**src/rtl/alu_mac_seq_pkg.sv**
```systemverilog
// Shared types and constants for the MAC shift-and-add sequencer.
// MAC_EARLY_TERM_EN (optional) is consumed by alu_mac_seq, not here.
package alu_mac_seq_pkg;

    typedef enum logic [1:0] {
        IDLE = 2'd0,
        ITER = 2'd1,
        DONE = 2'd2
    } mac_state_t;

    localparam logic [2:0] MAC_ALUSEL_ADD = 3'b000;

endpackage

```
**src/rtl/mac_opregs.sv**
```systemverilog
// Datapath registers of the MAC sequencer: partial sum P, shifted multiplicand M,
// shifted multiplier Q, step counter and the latched word-op flag.
module mac_opregs
    import alu_mac_seq_pkg::*;
#(
    parameter int XLEN     = 64,
    parameter int LOG_XLEN = 6
) (
    input  logic                clk,
    input  logic                resetn,
    input  logic                load,
    input  logic                step,
    input  logic                use_sum,
    input  logic                w64_in,
    input  logic [XLEN-1:0]     acc_in,
    input  logic [XLEN-1:0]     rs1_in,
    input  logic [XLEN-1:0]     rs2_in,
    input  logic [XLEN-1:0]     sum_in,
    output logic [XLEN-1:0]     p,
    output logic [XLEN-1:0]     m,
    output logic [XLEN-1:0]     q,
    output logic [LOG_XLEN:0]   cnt,
    output logic                w64
);

    localparam logic [XLEN-1:0] LO32_MASK = XLEN'({32{1'b1}});

    logic [XLEN-1:0] op_mask;

    // Word ops zero-extend the low halves; the final sign extension fixes the result.
    assign op_mask = w64_in ? LO32_MASK : '1;

    always_ff @(posedge clk or negedge resetn) begin
        if (!resetn) begin
            p   <= '0;
            m   <= '0;
            q   <= '0;
            cnt <= '0;
            w64 <= 1'b0;
        end else if (load) begin
            p   <= acc_in & op_mask;
            m   <= rs1_in & op_mask;
            q   <= rs2_in & op_mask;
            cnt <= '0;
            w64 <= w64_in;
        end else if (step) begin
            if (use_sum) begin
                p <= sum_in;
            end
            m   <= m << 1;
            q   <= q >> 1;
            cnt <= cnt + 1'b1;
        end
    end

endmodule

```
**src/rtl/alu_mac_seq.sv**
```systemverilog
// Multi-cycle rd = rs1*rs2 + acc sequencer borrowing the shared ALU adder; IEU has priority.
// Optional macro MAC_EARLY_TERM_EN: finish as soon as the remaining multiplier bits are zero.
module alu_mac_seq
    import alu_mac_seq_pkg::*;
#(
    parameter int XLEN     = 64,
    parameter int LOG_XLEN = 6
) (
    input  logic             clk,
    input  logic             resetn,
    input  logic             MacValid,
    output logic             MacReady,
    input  logic [XLEN-1:0]  Rs1,
    input  logic [XLEN-1:0]  Rs2,
    input  logic [XLEN-1:0]  Acc,
    input  logic             W64,
    input  logic             Flush,
    input  logic             IEUALUReq,
    output logic             ALUOwn,
    output logic [XLEN-1:0]  ALUA,
    output logic [XLEN-1:0]  ALUB,
    output logic             ALUSubArith,
    output logic [2:0]       ALUSelect,
    input  logic [XLEN-1:0]  ALUSum,
    output logic             ResValid,
    input  logic             ResReady,
    output logic [XLEN-1:0]  Res,
    output logic             Busy
);

    localparam int CW = LOG_XLEN + 1;

    mac_state_t      state, state_next;
    logic [XLEN-1:0] p, m, q, res_full;
    logic [CW-1:0]   cnt;
    logic            w64_reg, w64_eff;
    logic            accept, need_alu, stall, step, last_step, q_done;

    assign w64_eff  = (XLEN == 64) && W64;
    assign accept   = (state == IDLE) && MacValid && !Flush;
    assign need_alu = (state == ITER) && q[0];
    assign stall    = need_alu && IEUALUReq;
    assign step     = (state == ITER) && !stall && !Flush;

    assign last_step = (cnt == (w64_reg ? CW'(31) : CW'(XLEN - 1)));

`ifdef MAC_EARLY_TERM_EN
    assign q_done = (q[XLEN-1:1] == '0);
`else
    assign q_done = 1'b0;
`endif

    mac_opregs #(
        .XLEN     (XLEN),
        .LOG_XLEN (LOG_XLEN)
    ) u_opregs (
        .clk     (clk),
        .resetn  (resetn),
        .load    (accept),
        .step    (step),
        .use_sum (q[0]),
        .w64_in  (w64_eff),
        .acc_in  (Acc),
        .rs1_in  (Rs1),
        .rs2_in  (Rs2),
        .sum_in  (ALUSum),
        .p       (p),
        .m       (m),
        .q       (q),
        .cnt     (cnt),
        .w64     (w64_reg)
    );

    // Upper bits of P carry junk from the zero-extended word multiply; drop them here.
    if (XLEN == 64) begin : g_res64
        assign res_full = w64_reg ? {{32{p[31]}}, p[31:0]} : p;
    end else begin : g_res32
        assign res_full = p;
    end

    always_ff @(posedge clk or negedge resetn) begin
        if (!resetn) begin
            state <= IDLE;
        end else begin
            state <= state_next;
        end
    end

    always_comb begin
        state_next = state;
        case (state)
            IDLE: begin
                if (accept) begin
                    state_next = ITER;
                end
            end
            ITER: begin
                if (Flush) begin
                    state_next = IDLE;
                end else if (step && (last_step || q_done)) begin
                    state_next = DONE;
                end
            end
            DONE: begin
                if (Flush || ResReady) begin
                    state_next = IDLE;
                end
            end
            default: state_next = IDLE;
        endcase
    end

    always_comb begin
        MacReady    = 1'b0;
        ALUOwn      = 1'b0;
        ALUA        = '0;
        ALUB        = '0;
        ResValid    = 1'b0;
        Res         = '0;
        Busy        = 1'b1;
        ALUSubArith = 1'b0;
        ALUSelect   = MAC_ALUSEL_ADD;
        case (state)
            IDLE: begin
                MacReady = !Flush;
                Busy     = 1'b0;
            end
            ITER: begin
                if (need_alu && !IEUALUReq) begin
                    ALUOwn = 1'b1;
                    ALUA   = p;
                    ALUB   = m;
                end
            end
            DONE: begin
                ResValid = 1'b1;
                Res      = res_full;
            end
            default: Busy = 1'b0;
        endcase
    end

endmodule
```
**config.mk**
```make
export PLATFORM = sky130hd
export DESIGN_NAME = alu_mac_seq
export DESIGN_NICKNAME = d
export VERILOG_FILES = /design/src/rtl/alu_mac_seq_pkg.sv /design/src/rtl/mac_opregs.sv /design/src/rtl/alu_mac_seq.sv
export SDC_FILE = /design/constraint.sdc
export NUM_CORES = 1
export LEC_CHECK = 0
export CAP_MARGIN = 25
export CORE_MARGIN = 2
export CORE_UTILIZATION = 30
export CTS_BUF_LIST = sky130_fd_sc_hd__clkbuf_8
export DETAILED_ROUTE_END_ITERATION = 7
export DONT_BUFFER_PORTS = 1
export SLEW_MARGIN = 20
export SYNTH_ARGS = -nofsm -noshare
export SYNTH_HDL_FRONTEND = slang
export SYNTH_SLANG_ARGS = --single-unit
```
**constraint.sdc**
```tcl
create_clock -name clk -period 3.6 [get_ports clk]
set_input_delay 0.72 -clock clk [delete_from_list [all_inputs] [get_ports clk]]
set_output_delay 0.72 -clock clk [all_outputs]
set_load 0.02 [all_outputs]
```
==> key figures, run 1 <==
Worst setup path
  • CP max FO: 86
  • Crit path arrival time: about 2.7 ns
  • Slowest cell on the critical path: clkinv_2
  • Startpoint types: flip-flop
  • Cell Chain, Critical Path: inv_1, ha_1, nand3b_1, clkinv_2, buf_12, and2_1
  • Crit. End Element: output port
  • CP top delay family: buffers and inverters
  • WS Path Type: flip-flop to output port
  • Required time of the critical path: 2.88 ns
  • Buf+Inv Stages, Crit Path: 3
  • Slowest cell delay on critical path: about 0.46 ns

Clock network
  • Root Buffer: clkbuf_8
  • TritonCTS buffer count: 39
  • CTS tree: done
  • CTS H-tree lvls: 2
  • Clock Path Buffers: 3
  • Clk sinks: 202
  • Clock transition at the registers of the reported paths: approximately 0.06 ns
  • Post-CTS sizing: 0
  • Post-CTS setup buffer count: 0
  • Clk Latency, worst-skew pair: roughly 0.56 ns

Status
  • Status: finished with violations
  • Violated checks: hold timing

Synthesis
  • Post-synth cell types: 35
  • Syn Std Cell Area: approximately 11000 µm²
  • Largest family of logic cells by synthesized area: simple AND/OR/NAND/NOR gates
  • Yosys Warn Count: 0
  • Seq/Total Area, Yosys: about 44%
  • Post-Synth Simple-Gate Area: between 20% and 30%
  • Average size of a mapped cell: 9.245 µm²
  • Post-synthesis xor/xnor area fraction: 0.5352%
  • Synth Area in Compound Gates: between 10% and 20%
  • Synth Area in Adders: less than 1%
  • Mux contribution to synthesized area: between 10 and 15%
  • Synthesized flop and latch total: 202
  • Syn Inst Count: ~1200

Timing
  • Slew of the pin with the lowest slew margin: around 0.94 ns
  • Worst Hold Margin: -0.1474 ns
  • Fmax achieved: roughly 300 MHz
  • Setup TNS: 0 ns
  • Relative slew margins: a little under two fifths
  • Clock Skew: about 0.013 ns
  • Max Slew Vio Count: 0
  • Tcrit/Tclk final: between 90% and 100%
  • Final WS setup: ~0.22 ns
  • Fin crit period: 3.377 ns
  • Final hold vios: roughly 60
  • RSZ-0062 raised after global routing: no
  • Final setup fails: 0

Global route
  • GR Util All Layers: between 10% and 20%
  • Initial antenna violation count: 0
  • Number of global-route vias before repair: slightly above 8000
  • Global-route wire length before repair: between 40000 and 50000 µm
  • Largest net degree at the start of global routing: around 200
  • Global route total overflow: 0

Routing
  • Routed WL per cell: about 18 µm
  • Drt pass-1 iters: 5
  • Post-route ant nets: 0
  • Routed via count: about 8700
  • Vias per Instance: roughly 5.0
  • DRT Wirelength: around 32000 µm
  • Number of remaining DRC errors: 0
  • DRT iter0 DRCs: a little under 400

Min path
  • HP Class: primary input to async pin

Placed design
  • Placed cells: ~1700
  • DP Wirelength: approximately 22000 µm
  • # port buffers: 0
  • Dpl ws: ~0.77 ns
  • RD Place Congestion: 0.7966

Floorplanning
  • Chip Height: 199.4 µm
  • Initial Util: a little under a third
  • Die Wd: ~200 µm
  • Full die area: approximately 40000 µm²
  • Core box area: ~38000 µm²
  • IO Pins: about 460
  • Row cnt: 71

Final layout
  • Synth-to-Final Area Change: 10.23%
  • Layout cells sized above 1: a little under a tenth
  • Layout net count: approximately 1500
  • Fin util: between 30% and 40%
  • Top flop regs: u_opregs.m x64, u_opregs.p x64, u_opregs.q x64
  • Finished Layout Cells: between 1500 and 2000
  • Commonest non-fill, non-tap cell in the layout: dfrtp_1
  • Most frequent cells in the layout: dfrtp_1 (202), and2_1 (163), nand2_1 (138), mux2i_1 (128), o21ai_1 (96)
  • ANT cells: 0

Power
  • VDD IR max: about 0.00032 V
  • Final Power: slightly above 9 mW
  • Cell area power density: 737.6 nW/µm²
  • Leakage: 5.800 nW

Job
  • MaxCap Viol Count: 0
## metal layers
metal | global-route usage [%] | routed length (µm) | up-vias
met2 | 24.55 | 15300 | 326
met1 | 18.50 | 13090 | 4196
li1 | - | - | 4165
met4 | 5.487 | 777 | 0
met3 | 5.080 | 2676 | 50
met5 | 0 | 0 | -
## per-stage QoR
step / hold slack [ns] / instance area, µm²
3_5_place_dp: 0.4289 / 11880
5_1_grt: -0.2220 / 12630
4_1_cts: -0.2211 / 12600
2_1_floorplan: 0.4244 / 11470
6_report: -0.1474 / 12630
3_3_place_gp: 0.4298 / 11880
## final cells by class
class / instances / area, µm²
clock buffer: 44 / 605.6
multi-input combinational: 922 / 5717
sequential: 202 / 5055
inverter: 3 / 12.51
timing repair buffer: 54 / 484.2
clock inverter: 18 / 113.9
tap: 511 / 639.4
fill: 3985 / 25040
## kinds of logic (layout without fill, tap and decap cells)
family | after synthesis | in the layout
simple gates | 520 | 520
compound gates | 259 | 259
flops | 202 | 202
mux | 128 | 128
buf+inv | 118 | 119
xor+xnor | 7 | 7
fa+ha+maj | 4 | 4
other cells | 1 | 4
## synth_stat cells (all sizes together)
| cell type | n | area share, % |
|---|---|---|
| and3 | 2 | 0.11 |
| nand4 | 4 | 0.22 |
| nand2b | 34 | 1.9 |
| nand2 | 139 | 4.6 |
| inv | 3 | 0.098 |
| a31oi | 33 | 1.8 |
| o21ai | 126 | 5.5 |
| a21oi | 66 | 2.9 |
| and4 | 1 | 0.076 |
| a22oi | 1 | 0.066 |
| ha | 4 | 0.44 |
| clkbuf | 55 | 1.8 |
| xor2 | 6 | 0.46 |
| nand3b | 66 | 4.3 |
| a311o | 1 | 0.087 |
| conb | 1 | 0.033 |
| and2 | 163 | 8.9 |
| and2b | 1 | 0.066 |
| mux2i | 128 | 11 |
| a21boi | 32 | 2.1 |
| nor2b | 1 | 0.055 |
| nor2 | 73 | 2.4 |
| xnor2 | 1 | 0.076 |
| dfrtp | 202 | 44 |
| nand3 | 3 | 0.13 |
| nor3b | 33 | 2.2 |
| buf | 60 | 4.4 |
## worst paths after layout
| check | from | endpoint | slack, ns | cells past startpoint |
|---|---|---|---|---|
| min in group clk | Rs1[0] | u_opregs.m[0]$_DFFE_PN0P_ | 0.26 | 2 |
| setup reg to reg | state[0]$_DFFE_PN0P_ | u_opregs.p[31]$_DFFE_PN0P_ | 1.26 | 7 |
| setup / recovery | state[1]$_DFFE_PN0P_ | ALUB[42] | 0.22 | 6 |
| hold reg to reg | u_opregs.q[63]$_DFFE_PN0P_ | u_opregs.q[63]$_DFFE_PN0P_ | 0.50 | 2 |
| max in group asynchronous | resetn | u_opregs.q[49]$_DFFE_PN0P_ | 2.97 | 0 |
| hold / removal | resetn | u_opregs.p[59]$_DFFE_PN0P_ | -0.15 | 0 |
## report_power, final
group	switching [mW]	total, mW	internal [mW]
clock network	0.989	2.17	1.18
logic	1.76	3.02	1.26
registers	0.824	4.12	3.30
total	3.57	9.31	5.74
Note: power is estimated with default switching activity, not from simulation.
==> run 2: changes to the inputs <==
Settings changed: CTS_BUF_LIST sky130_fd_sc_hd__clkbuf_8 to sky130_fd_sc_hd__clkbuf_4 sky130_fd_sc_hd__clkbuf_8.
==> run 2 against run 1 <==
  * The run still ends with hold timing left
  * First-iteration DRC count is 12% higher
  * Non-clock buffer count stayed put
  * Largest power group unchanged
  * Register-to-register slack hardly changed
  * Cell count stayed put
  * Critical path type unchanged
  * Largest cell class unchanged
  * Sequential cell count stayed put
  * Highest routed layer unchanged
  * Clock power is 4% higher
  * Routed wire length is 0.27% higher
  * Cell area is 0.24% higher
  * Critical endpoint unchanged
  * Sequential share of layout area is 0.095 points lower
==> key figures, run 2 (same netlist as run 1, synthesis figures left out) <==
Timing
  • Final hold vios: 53
  • Tcrit/Tclk final: around 94%
  • Final setup fails: 0
  • Relative slew margins: 27.67%
  • Fmax achieved: about 290 MHz
  • Clock Skew: about 0.013 ns
  • RSZ-0062 raised after global routing: no
  • Setup TNS: 0 ns
  • Max Slew Vio Count: 0
  • Worst Hold Margin: -0.1501 ns
  • Slew of the pin with the lowest slew margin: between 1 and 1.5 ns
  • Fin crit period: about 3.4 ns

Job
  • MaxCap Viol Count: 0

Clock network
  • CTS H-tree lvls: 2
  • TritonCTS buffer count: 39
  • Clk Latency, worst-skew pair: around 0.56 ns
  • Clk sinks: around 200
  • Root Buffer: clkbuf_8
  • CTS tree: done
  • Post-CTS setup buffer count: 0
  • Post-CTS sizing: 0
  • Clock Path Buffers: 3
  • Clock transition at the registers of the reported paths: approximately 0.060 ns

Worst setup path
  • Crit path arrival time: ~2.7 ns
  • RR Endpoint: u_opregs.p[31]$_DFFE_PN0P_
  • Buf+Inv Stages, Crit Path: 3
  • Required time of the critical path: about 2.9 ns
  • Slowest cell delay on critical path: about 0.46 ns
  • CP max FO: 86
  • Crit. End Element: output port
  • Slowest cell on the critical path: clkinv_2
  • CP top delay family: buffers and inverters
  • WS Path Type: flip-flop to output port
  • Worst-case reg-to-reg path depth: 7
  • Setup crit end: ALUB[42]
  • Worst reg2reg path startpoint: state[0]$_DFFE_PN0P_
  • Startpoint types: flip-flop
  • Cell Chain, Critical Path: inv_1, ha_1, nand3b_1, clkinv_2, buf_12, and2_1
  • Stages on the worst setup path: 6
  • Worst setup path start: state[1]$_DFFE_PN0P_
  • R2r setup slk: 1.25 ns

Global route
  • GR Util All Layers: roughly 15%
  • Global-route wire length before repair: 46420 µm
  • Largest net degree at the start of global routing: 203
  • Number of global-route vias before repair: roughly 8200
  • Global route total overflow: 0
  • Initial antenna violation count: 0

Final layout
  • Commonest non-fill, non-tap cell in the layout: dfrtp_1
  • ANT cells: 0
  • Synth-to-Final Area Change: 10.50%
  • Most frequent cells in the layout: dfrtp_1 (202), and2_1 (163), nand2_1 (138), mux2i_1 (128), o21ai_1 (96)
  • Layout cells sized above 1: 9.735%
  • Finished Layout Cells: roughly 1800
  • Top flop regs: u_opregs.m x64, u_opregs.p x64, u_opregs.q x64
  • Fill cells: about 4000
  • Layout net count: between 1000 and 1500

Power
  • Leakage: between 5 and 6 nW
  • VDD IR max: a little over 0.0003 V
  • Cell area power density: around 740 nW/µm²

Routing
  • DRT iter0 DRCs: 436
  • Routed via count: about 8700
  • DRT Wirelength: roughly 32000 µm
  • Drt pass-1 iters: 5
  • Number of remaining DRC errors: 0
  • Vias per Instance: about 5.0
  • Routed WL per cell: about 18 µm
  • Post-route ant nets: 0

Floorplanning
  • Row cnt: 71
  • Die Wd: about 200 µm
  • Chip Height: between 150 and 200 µm
  • IO Pins: roughly 460
  • Core box area: roughly 38000 µm²
  • Initial Util: a little under a third
  • Full die area: 39760 µm²

Status
  • Status: finished with violations
  • Violated checks: hold timing

Min path
  • HP Class: primary input to async pin

Placed design
  • DP Wirelength: around 22000 µm
  • Placed cells: between 1500 and 2000
  • # port buffers: 0
  • RD Place Congestion: roughly 0.8
-- run 2: cell types whose count changed in the layout (fill, tap and decap cells not counted) --
cell	change
inv_1	-8
clkbuf_4	+8
-- run 2: worst min-delay path by stage --
stage,end,start,cells past startpoint,slack (ns)
floorplan,state[0]$_DFFE_PN0P_,resetn,0,0.42
global placement,u_opregs.p[35]$_DFFE_PN0P_,resetn,0,0.43
detailed placement,u_opregs.p[35]$_DFFE_PN0P_,resetn,0,0.43
CTS,u_opregs.p[59]$_DFFE_PN0P_,resetn,0,-0.22
global route,u_opregs.p[59]$_DFFE_PN0P_,resetn,0,-0.22
finish,u_opregs.p[59]$_DFFE_PN0P_,resetn,0,-0.15
-- run 2: final cells by class --
class / instances / area, µm² / share of cell area (%)
flip-flops and latches: 202 / 5055 / 39.94
multi-input cells: 922 / 5717 / 45.17
clock inverters: 10 / 83.83 / 0.6623
repair buffers: 54 / 484.2 / 3.826
inverters: 3 / 12.51 / 0.09885
well taps: 511 / 639.4 / 5.051
clock buffers: 52 / 665.6 / 5.259
-- run 2: power breakdown --
group | leakage, nW | total, mW | internal [mW] | switching (mW)
combinational | 2.91 | 3.02 | 1.26 | 1.76
clock | 0.396 | 2.26 | 1.27 | 0.994
sequential | 2.49 | 4.12 | 3.30 | 0.825
total | 5.79 | 9.40 | 5.82 | 3.58
-- run 2: worst reg2reg max path: cells and delay by family (launching register included) --
| family | cells | cell delay, ns |
|---|---|---|
| DFF | 1 | 0.39 |
| AOI/OAI and AO/OA | 2 | 0.84 |
| buffers and inverters | 2 | 0.46 |
| adders and majority gates | 1 | 0.28 |
| and+or+nand+nor | 2 | 0.31 |
-- run 2: layer usage --
layer | global-route usage, % | part of all wire, % | wire (µm)
met5 | 0 | 0 | 0
met4 | 5.514 | 2.5 | 786
met3 | 5.080 | 8.2 | 2612
met2 | 24.55 | 48 | 15260
met1 | 18.54 | 42 | 13270
-- run 2: stage by stage --
step	cell area [µm²]	total power [mW]	hold WS, ns	setup slack (ns)	utilization (%)
6_report	12660	9.402	-0.1501	0.2099	33.60
5_1_grt	12660	10.13	-0.2241	0.05215	33.60
4_1_cts	12630	9.521	-0.2248	0.1790	33.52
3_5_place_dp	11880	7.197	0.4289	0.7690	31.53
3_3_place_gp	11880	7.067	0.4298	0.8236	31.53
2_1_floorplan	11470	6.497	0.4244	1.086	-
